[config.mk]
export PLATFORM = sky130hd
export DESIGN_NAME = window_stats_accumulator
export DESIGN_NICKNAME = d
export VERILOG_FILES = /design/src/rtl/window_stats_accumulator.sv
export SDC_FILE = /design/constraint.sdc
export NUM_CORES = 1
export LEC_CHECK = 0
export BUFFER_PORTS_ARGS = -buffer_cell sky130_fd_sc_hd__buf_2
export CAP_MARGIN = 20
export CORE_AREA = 2 2 143 145
export CTS_CLUSTER_SIZE = 10
export DETAILED_ROUTE_END_ITERATION = 10
export DIE_AREA = 0 0 145 147
export SKIP_LAST_GASP = 1
export SLEW_MARGIN = 20
export SYNTH_ARGS = -nofsm -noshare
export SYNTH_HDL_FRONTEND = slang
export SYNTH_SLANG_ARGS = --single-unit
[constraint.sdc]
create_clock -name clk -period 4.2 [get_ports clk]
set_input_delay 0.84 -clock clk [delete_from_list [all_inputs] [get_ports clk]]
set_output_delay 0.84 -clock clk [all_outputs]
set_load 0.05 [all_outputs]
[src/rtl/window_stats_accumulator.sv]
// Windowed sum/max/min/count accumulator for the 17-bit transform output stream.
// Closes a window on WINDOW samples or on flush, then holds the result until it is transferred downstream.
module window_stats_accumulator #(
    parameter int unsigned DATA_W = 17,
    parameter int unsigned WINDOW = 8,
    parameter int unsigned SUM_W  = 20,
    parameter int unsigned CNT_W  = $clog2(WINDOW + 1)
) (
    input  logic              clk,
    input  logic              rst_n,
    input  logic [DATA_W-1:0] in_data,
    input  logic              in_valid,
    output logic              in_ready,
    input  logic              flush,
    output logic [SUM_W-1:0]  out_sum,
    output logic [DATA_W-1:0] out_max,
    output logic [DATA_W-1:0] out_min,
    output logic [CNT_W-1:0]  out_count,
    output logic              out_overflow,
    output logic              out_valid,
    input  logic              out_ready
);

    localparam logic [CNT_W-1:0] LAST_CNT = CNT_W'(WINDOW - 1);

    typedef enum logic {ACCUM, FULL} state_t;

    state_t            state;
    logic [SUM_W-1:0]  acc_sum;
    logic [DATA_W-1:0] acc_max;
    logic [DATA_W-1:0] acc_min;
    logic [CNT_W-1:0]  acc_cnt;
    logic              acc_ovf;

    logic              accept;
    logic              transfer;
    logic              close;
    logic [SUM_W:0]    sum_ext;
    logic [SUM_W-1:0]  nxt_sum;
    logic [DATA_W-1:0] nxt_max;
    logic [DATA_W-1:0] nxt_min;
    logic [CNT_W-1:0]  nxt_cnt;
    logic              nxt_ovf;

    // A held result frees the input only when it is being drained this cycle.
    assign in_ready = (state == ACCUM) ? 1'b1 : out_ready;
    assign accept   = in_valid && in_ready;
    assign transfer = out_valid && out_ready;
    assign sum_ext  = {1'b0, acc_sum} + (SUM_W + 1)'(in_data);

    // Working window including any sample accepted this cycle.
    always_comb begin
        nxt_sum = acc_sum;
        nxt_max = acc_max;
        nxt_min = acc_min;
        nxt_cnt = acc_cnt;
        nxt_ovf = acc_ovf;
        if (accept) begin
            nxt_sum = sum_ext[SUM_W-1:0];
            nxt_ovf = acc_ovf | sum_ext[SUM_W];
            nxt_cnt = acc_cnt + CNT_W'(1);
            if (in_data > acc_max) nxt_max = in_data;
            if (in_data < acc_min) nxt_min = in_data;
        end
    end

    assign close = (accept && (acc_cnt == LAST_CNT)) || (flush && (nxt_cnt != '0));

    always_ff @(posedge clk or negedge rst_n) begin
        if (!rst_n) begin
            state        <= ACCUM;
            out_sum      <= '0;
            out_max      <= '0;
            out_min      <= '0;
            out_count    <= '0;
            out_overflow <= 1'b0;
            out_valid    <= 1'b0;
            acc_sum      <= '0;
            acc_max      <= '0;
            acc_min      <= '1;
            acc_cnt      <= '0;
            acc_ovf      <= 1'b0;
        end else if (close) begin
            state        <= FULL;
            out_sum      <= nxt_sum;
            out_max      <= nxt_max;
            out_min      <= nxt_min;
            out_count    <= nxt_cnt;
            out_overflow <= nxt_ovf;
            out_valid    <= 1'b1;
            acc_sum      <= '0;
            acc_max      <= '0;
            acc_min      <= '1;
            acc_cnt      <= '0;
            acc_ovf      <= 1'b0;
        end else begin
            if (accept) begin
                acc_sum <= nxt_sum;
                acc_max <= nxt_max;
                acc_min <= nxt_min;
                acc_cnt <= nxt_cnt;
                acc_ovf <= nxt_ovf;
            end
            if (transfer) begin
                out_valid <= 1'b0;
                state     <= ACCUM;
            end
        end
    end

endmodule

Word level (Yosys, flattened, before mapping)
Index checks and enable logic that the tools add are counted.

Register bits after elaboration: 119. Input port bits: 22. Output and inout port bits: 61.

Add/sub/neg operators: 2. Magnitude comparators: 2. Equality and inequality tests: 1. Muxes and demuxes: 20. Bitwise logic cells: 1. Reductions and logical operators: 8.

Operator list (number): $mux W17 (8); $mux W20 (3); $add A20 B17 Y21 (1); $gt A17 B17 Y1 (1); $lt A17 B17 Y1 (1); $mux W4 (3); $mux W1 (6); $add A4 B1 Y4 const B (1); $eq A4 B3 Y1 const B (1); $logic_and A1 B1 Y1 (4); $reduce_bool A2 Y1 (2); $reduce_bool A4 Y1 (1); $logic_or A1 B1 Y1 (1); $or A1 B1 Y1 (1).

Longest topological paths before layout
Gate-level depths: netlist of run 1.

Word-level depth: 7. Gate-level depth with buffers: 11.

Worst setup path before layout of run 1
No wires, ideal clock.

Kind: input to register. Start point: input port in_data[0]. End point: register out_sum[14]. Library setup time: 0.073 ns. Arrival time: 2.838 ns. Required time: 4.127 ns. Setup slack: 1.289 ns. Stages on the path: 8. Cells stage by stage: ha_1 -> fa_1 -> a21o_1 -> a221oi_2 -> o221ai_2 -> a2111oi_0 -> nor3b_1 -> a21oi_2.

Cells in the longest elaborated chain, start to end: 2.

RTL lines: from (decl) (RTL line 11) `input logic [DATA_W-1:0] in_data,`; $add A20 B17 Y21 (RTL line 49) `assign sum_ext = {1'b0, acc_sum} + (SUM_W + 1)'(in_data);`; $mux W20 (RTL line 58) `if (accept) begin`; to (signal assigned) (RTL line 85) `out_sum <= nxt_sum;`; to (decl) (RTL line 15) `output logic [SUM_W-1:0] out_sum,`.

No other way between the ends. A chain may end at the register's enable or synchronous reset.

Worst setup path in the final report of run 1
Start point: input port out_ready. End point: register out_max[11].

Cells in the longest elaborated chain, start to end: 6.

RTL lines: from (decl) (RTL line 21) `input logic out_ready`; $mux W1 * (RTL line 46) `assign in_ready = (state == ACCUM) ? 1'b1 : out_ready;`; $logic_and A1 B1 Y1 * (RTL line 47) `assign accept = in_valid && in_ready;`; $mux W4 (RTL line 58); $reduce_bool A4 Y1 (RTL line 67) `assign close = (accept && (acc_cnt == LAST_CNT)) || (flush && (nxt_cnt != '0));`; $logic_and A1 B1 Y1 (RTL line 67); $logic_or A1 B1 Y1 (RTL line 67); to (signal assigned) (RTL line 86) `out_max <= nxt_max;`; to (decl) (RTL line 16) `output logic [DATA_W-1:0] out_max,`.

Mark *: on every way between the ends. The rest lies on a longest branch, timed or not.

==> results of run 1 <==
power breakdown:
group | internal, mW | switching, mW | total [mW]
clock network | 0.993 | 0.524 | 1.52
registers | 1.71 | 0.281 | 1.99
logic | 1.06 | 2.45 | 3.51
total | 3.76 | 3.25 | 7.01
layout make-up:
type	instances	area, um2	area share (%)
Clock buffer	24	492	6.09
Sequential cell	119	3000	37.2
Clock inverter	8	119	1.47
Timing Repair Buffer	94	528	6.54
Inverter	41	154	1.91
Tap cell	270	338	4.19
Multi-Input combinational cell	496	3440	42.6
state kept, by name, indices dropped and copies added, names as in the netlist:
name,flops
acc_cnt,4
out_max,17
out_count,4
acc_min,17
acc_ovf,1
acc_sum,20
acc_max,17
out_overflow,1
out_min,17
out_sum,20
state,1
through the flow:
step | hold WS [ps] | setup slack (ps) | utilization (%) | cell area, um2 | cells
floorplan | 513 | 1290 | - | 6840 | 701
global placement | 485 | 853 | 37.6 | 7460 | 1020
detailed placement | 482 | 807 | 37.6 | 7460 | 1020
CTS | 459 | 1260 | 40.7 | 8070 | 1052
global route | 490 | 1070 | 40.7 | 8070 | 1052
finish | 440 | 1240 | 40.7 | 8070 | 1052
worst max path at each step:
| stage | slack (ps) | to | startpoint | cells past startpoint |
|---|---|---|---|---|
| 3_3_place_gp | 850 | out_sum[18]$_DFFE_PN0N_ | in_data[0] | 9 |
| 4_1_cts | 1260 | out_sum[18]$_DFFE_PN0N_ | in_data[0] | 9 |
| 5_1_grt | 1070 | out_max[11]$_DFFE_PN0N_ | out_ready | 8 |
| 2_1_floorplan | 1290 | out_sum[14]$_DFFE_PN0N_ | in_data[0] | 8 |
| 3_5_place_dp | 810 | out_sum[18]$_DFFE_PN0N_ | in_data[0] | 9 |
| 6_report | 1240 | out_max[11]$_DFFE_PN0N_ | out_ready | 8 |
cells in the final DEF, fill, tap and decap left out, drive strengths merged, types with 10 or more instances in the layout:
cell type  count
inv           41
ha            51
or3           34
a21o          18
dfrtp        102
buf           94
mux2i         10
nor3          56
dfstp         17
clkbuf        24
nand2         34
o21ai         44
nor2          31
a31oi         41
a21oi         62
nand3         25
logic make-up (layout without fill, tap and decap cells):
family                     count (synthesis)  after routing  synth area share (%)
buffers and inverters                     86            167                  5.99
xor gates and xnor gates                  13             13                  1.67
AOI/OAI and AO/OA                        203            203                  20.9
muxes                                     12             12                  1.79
DFF                                      119            119                  43.9
and+or+nand+nor                          216            216                  16.1
adders and majority gates                 52             52                  9.63
critical path, stage by stage:
cell,delay [ps]
sky130_fd_sc_hd__buf_2,90
sky130_fd_sc_hd__nand2b_1,230
sky130_fd_sc_hd__and2_1,260
sky130_fd_sc_hd__nand2_1,170
sky130_fd_sc_hd__o221a_2,240
sky130_fd_sc_hd__or2_4,800
sky130_fd_sc_hd__buf_4,420
sky130_fd_sc_hd__a31oi_2,120
per-layer routing:
metal	GRT usage, %	up-vias	wire, um	share of wire (%)
met2	28.8	169	8530	45
met1	24.6	2691	8890	47
met4	6.49	2	412	2.2
met5	0	-	12	0.064
met3	4.69	31	1010	5.4
li1	-	2710	-	-
cells in the mapped netlist (all sizes together), types with 2 or more instances:
cell,number
inv,41
nand3b,2
clkbuf,20
nor3,56
ha,51
o2bb2ai,2
and3,7
o21ai,44
nand4,9
buf,25
a2111oi,2
or3,34
or4,2
o221ai,2
dfstp,17
nand2,34
a31oi,41
xnor2,4
nand3,25
dfrtp,102
xor2,9
mux2,2
or2,2
and2,7
a221oi,5
a21o,18
nand2b,2
mux2i,10
o21bai,3
a21oi,62
a211oi,8
o31ai,3
a221o,2
nor2,31
==> summary by stage, run 1 <==
Timing
The final total negative setup slack is 0 ps. Clock skew on the completed layout was measured at 7.84 ps. Setup repair after global routing left no endpoint under its margin. At the pin with the least slew margin, the transition time is 1040 ps. The final count of hold timing violations is 0. The setup violation total in the final timing report is 0. The relative max-transition margin is 30.6%.

The max-slew violation count is 0. After layout, the worst path uses 70.6% of the clock period. The timing-limited maximum frequency is 0.337 GHz.

The clock period minus worst slack is 2960 ps.

Synth
The most used flip-flop cell after synthesis is sky130_fd_sc_hd__dfrtp_1. The part of the Yosys area used for sequential elements is 43.9%. The number of library cell types mapped by synthesis is 63. Yosys mapped a number of flops with a built-in enable equal to 0. The synthesized netlist occupies a cell area of 0.00684 mm2. Counting flops with an async set or reset pin after synthesis yields a share of 100%. The average instance area after synthesis is 9.75 um2.

The synthesized instance count is 701. The net count after synthesis is 775. Yosys printed 0 warnings. Counting flops and latches in the post-synthesis netlist gives 119. After synthesis, the largest area contributor takes up 37.3% of total cell area. After synthesis, the cell types taking the most area are sky130_fd_sc_hd__dfrtp_1, sky130_fd_sc_hd__ha_1, sky130_fd_sc_hd__dfstp_2, sky130_fd_sc_hd__nor3_1, sky130_fd_sc_hd__or3_1. The biggest area consumer among synthesized cells is sky130_fd_sc_hd__dfrtp_1.

Critical path
The endpoint kind of the worst setup timing path is a register. The critical path class is in -> reg. In this run the critical register-to-register path is captured at out_min[11]$_DFFE_PN0N_. The logic depth of the worst register-to-register path is 9.

The worst path arrival time is 3250 ps. The maximum fanout along the worst path is 78. The worst register-to-register path begins at acc_min[8]$_DFFE_PN1P_.

The worst register-to-register path has a setup slack of 1360 ps. The launching element type of the critical path is an input pin. Data on the critical path is required at its endpoint by 4480 ps.

Detailed routing
The final wirelength is 18900 um. The antenna violation net count after detailed routing is 0. In this run, the number of DRC markers left after iteration 0 of detailed routing was 269.

Using the TritonRoute via totals, the vias-per-cell ratio works out to 5.33. The length of the first detailed-routing pass in iterations is 7. After detailed routing, the average wire length per cell comes to 17.9 um. The via total after detailed routing is 5603.

The DRC violation count after routing is 0.

Floorplan
The initialized floorplan defines 52 standard-cell rows. The initial core utilization is 34.4%. The die area is 0.0213 mm2. The core region is 0.0198 mm2. The width of the die is 145 um. The y dimension of the die is 147 um. The number of primary I/O pins is 83.

Place
The global placer's final weighted congestion is 0.862. The wire-length estimate of the detail-placed layout is 13100 um. In this run the tool buffered the top-level ports with 82 buffer cells.

Power and ir drop
IR analysis of the VDD net gives a maximum drop of 479 uV. The power density over the cells is 869 mW/mm2. Power comes to 7.01 mW. For this design the static power due to leakage is 3.64 nW.

CTS
The number of setup buffers added after CTS is 0. The H-tree depth reported by CTS is 4. Buffers inserted to repair hold after CTS numbered 0. For the worst-skew pair, the clock arrives at the later sink with an insertion delay of 420 ps. Clock-pin slew was measured on the worst setup and hold paths at 50 ps. TritonCTS built the clock tree. Clock tree synthesis inserted a total of 17 buffers.

The number of buffers between clock root and the deepest sink is 2. The clock net in this run drives a total of 119 sinks. The cell sitting at the root of the clock tree is a sky130_fd_sc_hd__clkbuf_16. The number of gates resized after CTS was 0.

GRT
The first global-routing pass estimated 30400 um of wire. The number of global-route vias before repair is 5495. Entering global routing, the biggest net connects 79 pins. The total global routing track utilization is 18.3%. The initial antenna violation count is 1.

The overall overflow remaining after global route is 0.

Final layout
The area growth from synthesis to layout is 18.1%. The repair_antennas step left the layout with diodes totalling 0. The fill cell instance count of the final layout is 1955.

Of the cells placed in the final design, the portion with a size suffix greater than 1 is 23.9%. The net count of the finished layout is 843.

Run
The number of maximum-capacitance constraint violations is 0.

Hold path
The worst min-delay path category is in -> async.

Status
The run finished with clean final reports.
Note: power is estimated with default switching activity, not from simulation.
==> run 2, diff against run 1 <==
Settings changed: ABC_AREA set to 1, CORE_AREA 2 2 143 145 to 2 2 146 148, DIE_AREA 0 0 145 147 to 0 0 148 150.
Clock period 4.2 ns to 2.85 ns, I/O delays scaled along.
==> run 2 against run 1 <==
Net effect: non-clock buffer count grew 3; setup slack got worse by 700 ps; largest cell class unchanged; sequential cell count is the same; clock skew grew 1.8 ps; utilization increased by 0.27 points; combinational power increased by 52%; final cell count is 26% higher; register-to-register slack got worse by 820 ps.
==> summary by stage, run 2 <==
Status
The run finished with clean final reports.

Synth
The share of Yosys cell area claimed by the top area cell type is 36.0% (-1.3 points). The synthesized instance count is 961 (+37%). By count the netlist is led by sky130_fd_sc_hd__nand2_1, sky130_fd_sc_hd__dfrtp_1, sky130_fd_sc_hd__inv_1, sky130_fd_sc_hd__nand3_1, sky130_fd_sc_hd__nor2_1. The number of warnings issued by yosys is 0 (unchanged). The average instance area after synthesis is 7.37 um2 (-24%).

The mapped cell area is 0.00708 mm2 (+3.6%). The number of synthesized flops with an enable pin is 0 (unchanged). In the post-synthesis netlist, the biggest area contributors are sky130_fd_sc_hd__dfrtp_1, sky130_fd_sc_hd__nand2_1, sky130_fd_sc_hd__ha_1, sky130_fd_sc_hd__dfstp_2, sky130_fd_sc_hd__inv_1. The net count after synthesis came to 1035 (+34%). Of all cell types, the one taking the most synthesized area is sky130_fd_sc_hd__dfrtp_1. The number of flip-flops and latches in the synthesized netlist is 119 (unchanged). The part of the Yosys area used for sequential elements is 42.3% (-1.5 points). The number of library cell types mapped by synthesis is 35 (-44%).

Among all flip-flop cells after synthesis, the most frequent one is sky130_fd_sc_hd__dfrtp_1. Yosys instantiated no cell more often than sky130_fd_sc_hd__nand2_1. The fraction of registers with async set/reset is 100% (unchanged).

CTS
The source-to-sink clock delay at the later pin of the worst-skew pair came to 430 ps (about the same). The H-tree depth reported by CTS came to 4 (unchanged). The sink count of the clock tree is 119 (unchanged).

The number of hold buffers added after CTS came to 0 (unchanged). The CTS tree is yes. In this run the clock root is driven by a sky130_fd_sc_hd__clkbuf_16. The number of cells upsized or downsized after cts came to 0 (unchanged). The post-CTS setup buffer count came to 0 (unchanged).

The number of buffers between clock root and the deepest sink is 2 (unchanged). The total clock buffers created by CTS is 17 (unchanged). The clock transition at the register clock pins on the worst setup and hold paths after CTS was 60 ps (about the same).

Detailed routing
The detail-routed via count per cell is 4.80 (-9.9%). The via total after detailed routing is 6385 (+14%). The final wirelength was 19000 um (+0.67%). The length of the first detailed-routing pass in iterations is 5 (-2). The antenna violation net count after detailed routing is 0 (unchanged). The DRC violation total after the first TritonRoute iteration is 397 (+48%). The DRC violation count after routing is 0 (unchanged).

The routed wirelength normalized by instance count is 14.3 um (-20%).

Place
The cell count after placement was 1298 (+27%). The number of I/O port buffers is 82 (unchanged). The cell area after placement is 0.00785 mm2 (+5.2%).

The global placer's final weighted congestion is 0.877 (+1.7%). The final HPWL from detailed placement was 13400 um (+2.0%). The placement-stage worst setup slack is 296 ps (-511 ps).

Final layout
The final instance area is 0.00847 mm2 (+4.9%). The fill cell instance count of the final layout is 2177 (+11%). The library cells used most frequently in the layout, excluding fill and tap cells, are sky130_fd_sc_hd__nand2_1, sky130_fd_sc_hd__dfrtp_1, sky130_fd_sc_hd__inv_1, sky130_fd_sc_hd__buf_2, sky130_fd_sc_hd__nand3_1. The number of nets in the layout is 1116 (+32%). The leading cell type in the layout, fill and taps excluded is sky130_fd_sc_hd__nand2_1. The antenna diode count is 0 (unchanged).

The share of final-layout standard cells stronger than drive strength 1 is 15.0% (-8.9 points). In the final layout, the registers with the most flip-flops are acc_sum x20, out_sum x20. The non-filler instance count after layout is 1330 (+26%). The area added between synthesis and finish is 19.6%.

Timing
The final total negative setup slack is 0 ps (unchanged). The share of the clock period used by the worst path after layout is 81.1%. Setup repair after global routing left no endpoint under its margin.

The final hold slack is 204 ps (-236 ps). The max-slew violation count is 0 (unchanged). Derived from the worst setup path, the maximum achievable clock frequency is 0.433 GHz. The worst-case clock skew is 9.66 ps (+1.82 ps). The setup violation total in the final timing report is 0 (unchanged). The worst path in the final design needs a cycle of 2310 ps, including I/O delays and setup. The post-layout worst setup margin is 538 ps (-698 ps). The final count of hold timing violations is 0 (unchanged).

The relative max-transition margin is 52.6% (+22 points). The transition time of the tightest slew-check pin is 712 ps (-330 ps).

Critical path
Walking the worst path, the cells encountered are inv_1, ha_1, a21oi_1, nand2_1, a21oi_2, nand3_2, nand2_1, nand2_1, nand2_1, nand2_1, nand2_1, nand2_1. The maximum fanout along the worst path is 17 (-78%). STA classifies the critical path startpoint as a register. The worst path arrival time came to 2620 ps (-630 ps). The data required time of the worst path was 3160 ps (-1320 ps). The critical path is of the reg -> reg type. The most used cell along the critical path is sky130_fd_sc_hd__nand2_1. The largest individual stage delay along the critical path comes from the cell sky130_fd_sc_hd__dfstp_2.

The maximum single-stage delay on the critical path was 540 ps (-260 ps). STA classifies the critical path endpoint as a register.

Power and ir drop
The power density over the cells is 1240 mW/mm2 (+42%). The worst IR drop on VDD is 512 uV (+6.9%). The standby leakage power is 4.75 nW (+31%).

Floorplan
The die area was 0.0222 mm2 (+4.2%). The initial core utilization is 34.2% (-0.22 points). The area of the core was 0.0207 mm2 (+4.3%). The width of the die is 148 um (+2.1%). The number of primary I/O pins is 83 (unchanged). The y dimension of the die is 150 um (+2.0%). The total number of placement rows is 53 (+1.9%).

GRT
The wire length of the first global-routing pass is 31500 um (+3.7%). The overall overflow remaining after global route came to 0 (unchanged). The number of global-route vias before repair is 6188 (+13%). The total global routing track utilization is 18.1% (-0.22 points). The maximum number of pins on one net before global-route repair was 120 (+52%). The initial antenna violation count is 0 (-1).

Run
The number of maximum-capacitance constraint violations is 0 (unchanged).

Hold path
In this run the worst hold path is classified as in -> async.
[run 2: cell types whose count changed after synthesis, moves of 34 or more]
cell	before	now
sky130_fd_sc_hd__or3_1	34	0
sky130_fd_sc_hd__inv_1	41	88
sky130_fd_sc_hd__nand2_1	34	390
sky130_fd_sc_hd__nor3_1	56	5
sky130_fd_sc_hd__nand3_1	25	63
[run 2: layout make-up]
cell class,instances,area (um2),area share [%]
multi-input combinational,718,3590,42.4
sequential,119,3000,35.4
timing repair buffer,97,576,6.80
clock buffer,19,443,5.23
tap,275,344,4.06
inverter,89,334,3.94
clock inverter,13,179,2.11
[run 2: critical path, delay by kind of cell, from the launching register on]
| family | cells | cell delay, ps |
|---|---|---|
| AND/OR/NAND/NOR | 8 | 970 |
| flip-flops | 1 | 540 |
| AO/OA/AOI/OAI | 2 | 350 |
| adder cells (fa/ha/maj) | 1 | 280 |
| buffers and inverters | 1 | 40 |
[run 2: kinds of logic (layout without fill, tap and decap cells)]
kind of cell    count (synthesis)  after routing  synth area share [%]
flops                         119            119                  42.3
simple gates                  572            572                  33.7
fa+ha+maj                      52             52                  9.29
compound gates                 87             87                  6.61
mux                             1              1                 0.141
buf+inv                       124            218                  7.08
xor+xnor                        6              6                 0.848
[run 2: per-stage QoR]
stage	utilization, %	total power, mW
floorplan	-	6.89
global placement	37.9	8.19
detailed placement	37.9	8.25
finish	40.9	10.5
CTS	40.9	10.6
global route	40.9	11.4
[run 2: power by group]
group | internal [mW] | switching [mW]
Combinational | 1.53 | 3.79
Sequential | 2.47 | 0.400
Clock | 1.48 | 0.808
Total | 5.47 | 5.00
[run 2: final timing paths]
kind | slack (ps) | from | depth (start not counted) | to
max in group asynchronous | 2080 | rst_n | 2 | acc_sum[15]$_DFFE_PN0P_
max reg2reg | 540 | acc_min[12]$_DFFE_PN1P_ | 12 | out_min[5]$_DFFE_PN0N_
max | 540 | acc_min[12]$_DFFE_PN1P_ | 12 | out_min[5]$_DFFE_PN0N_
min | 200 | rst_n | 2 | out_max[2]$_DFFE_PN0N_
min in group clk | 370 | flush | 2 | acc_cnt[2]$_DFFE_PN0P_
min reg2reg | 470 | out_max[12]$_DFFE_PN0N_ | 2 | out_max[12]$_DFFE_PN0N_
[run 2: metal layers]
metal	share of wire, %	vias to the layer above	track usage [%]	wire (um)
met3	4.2	28	3.69	806
li1	-	3258	-	-
met4	1.4	0	5.29	263
met5	0	-	0	0
met2	47	132	30.4	9010
met1	47	2967	23.6	8900
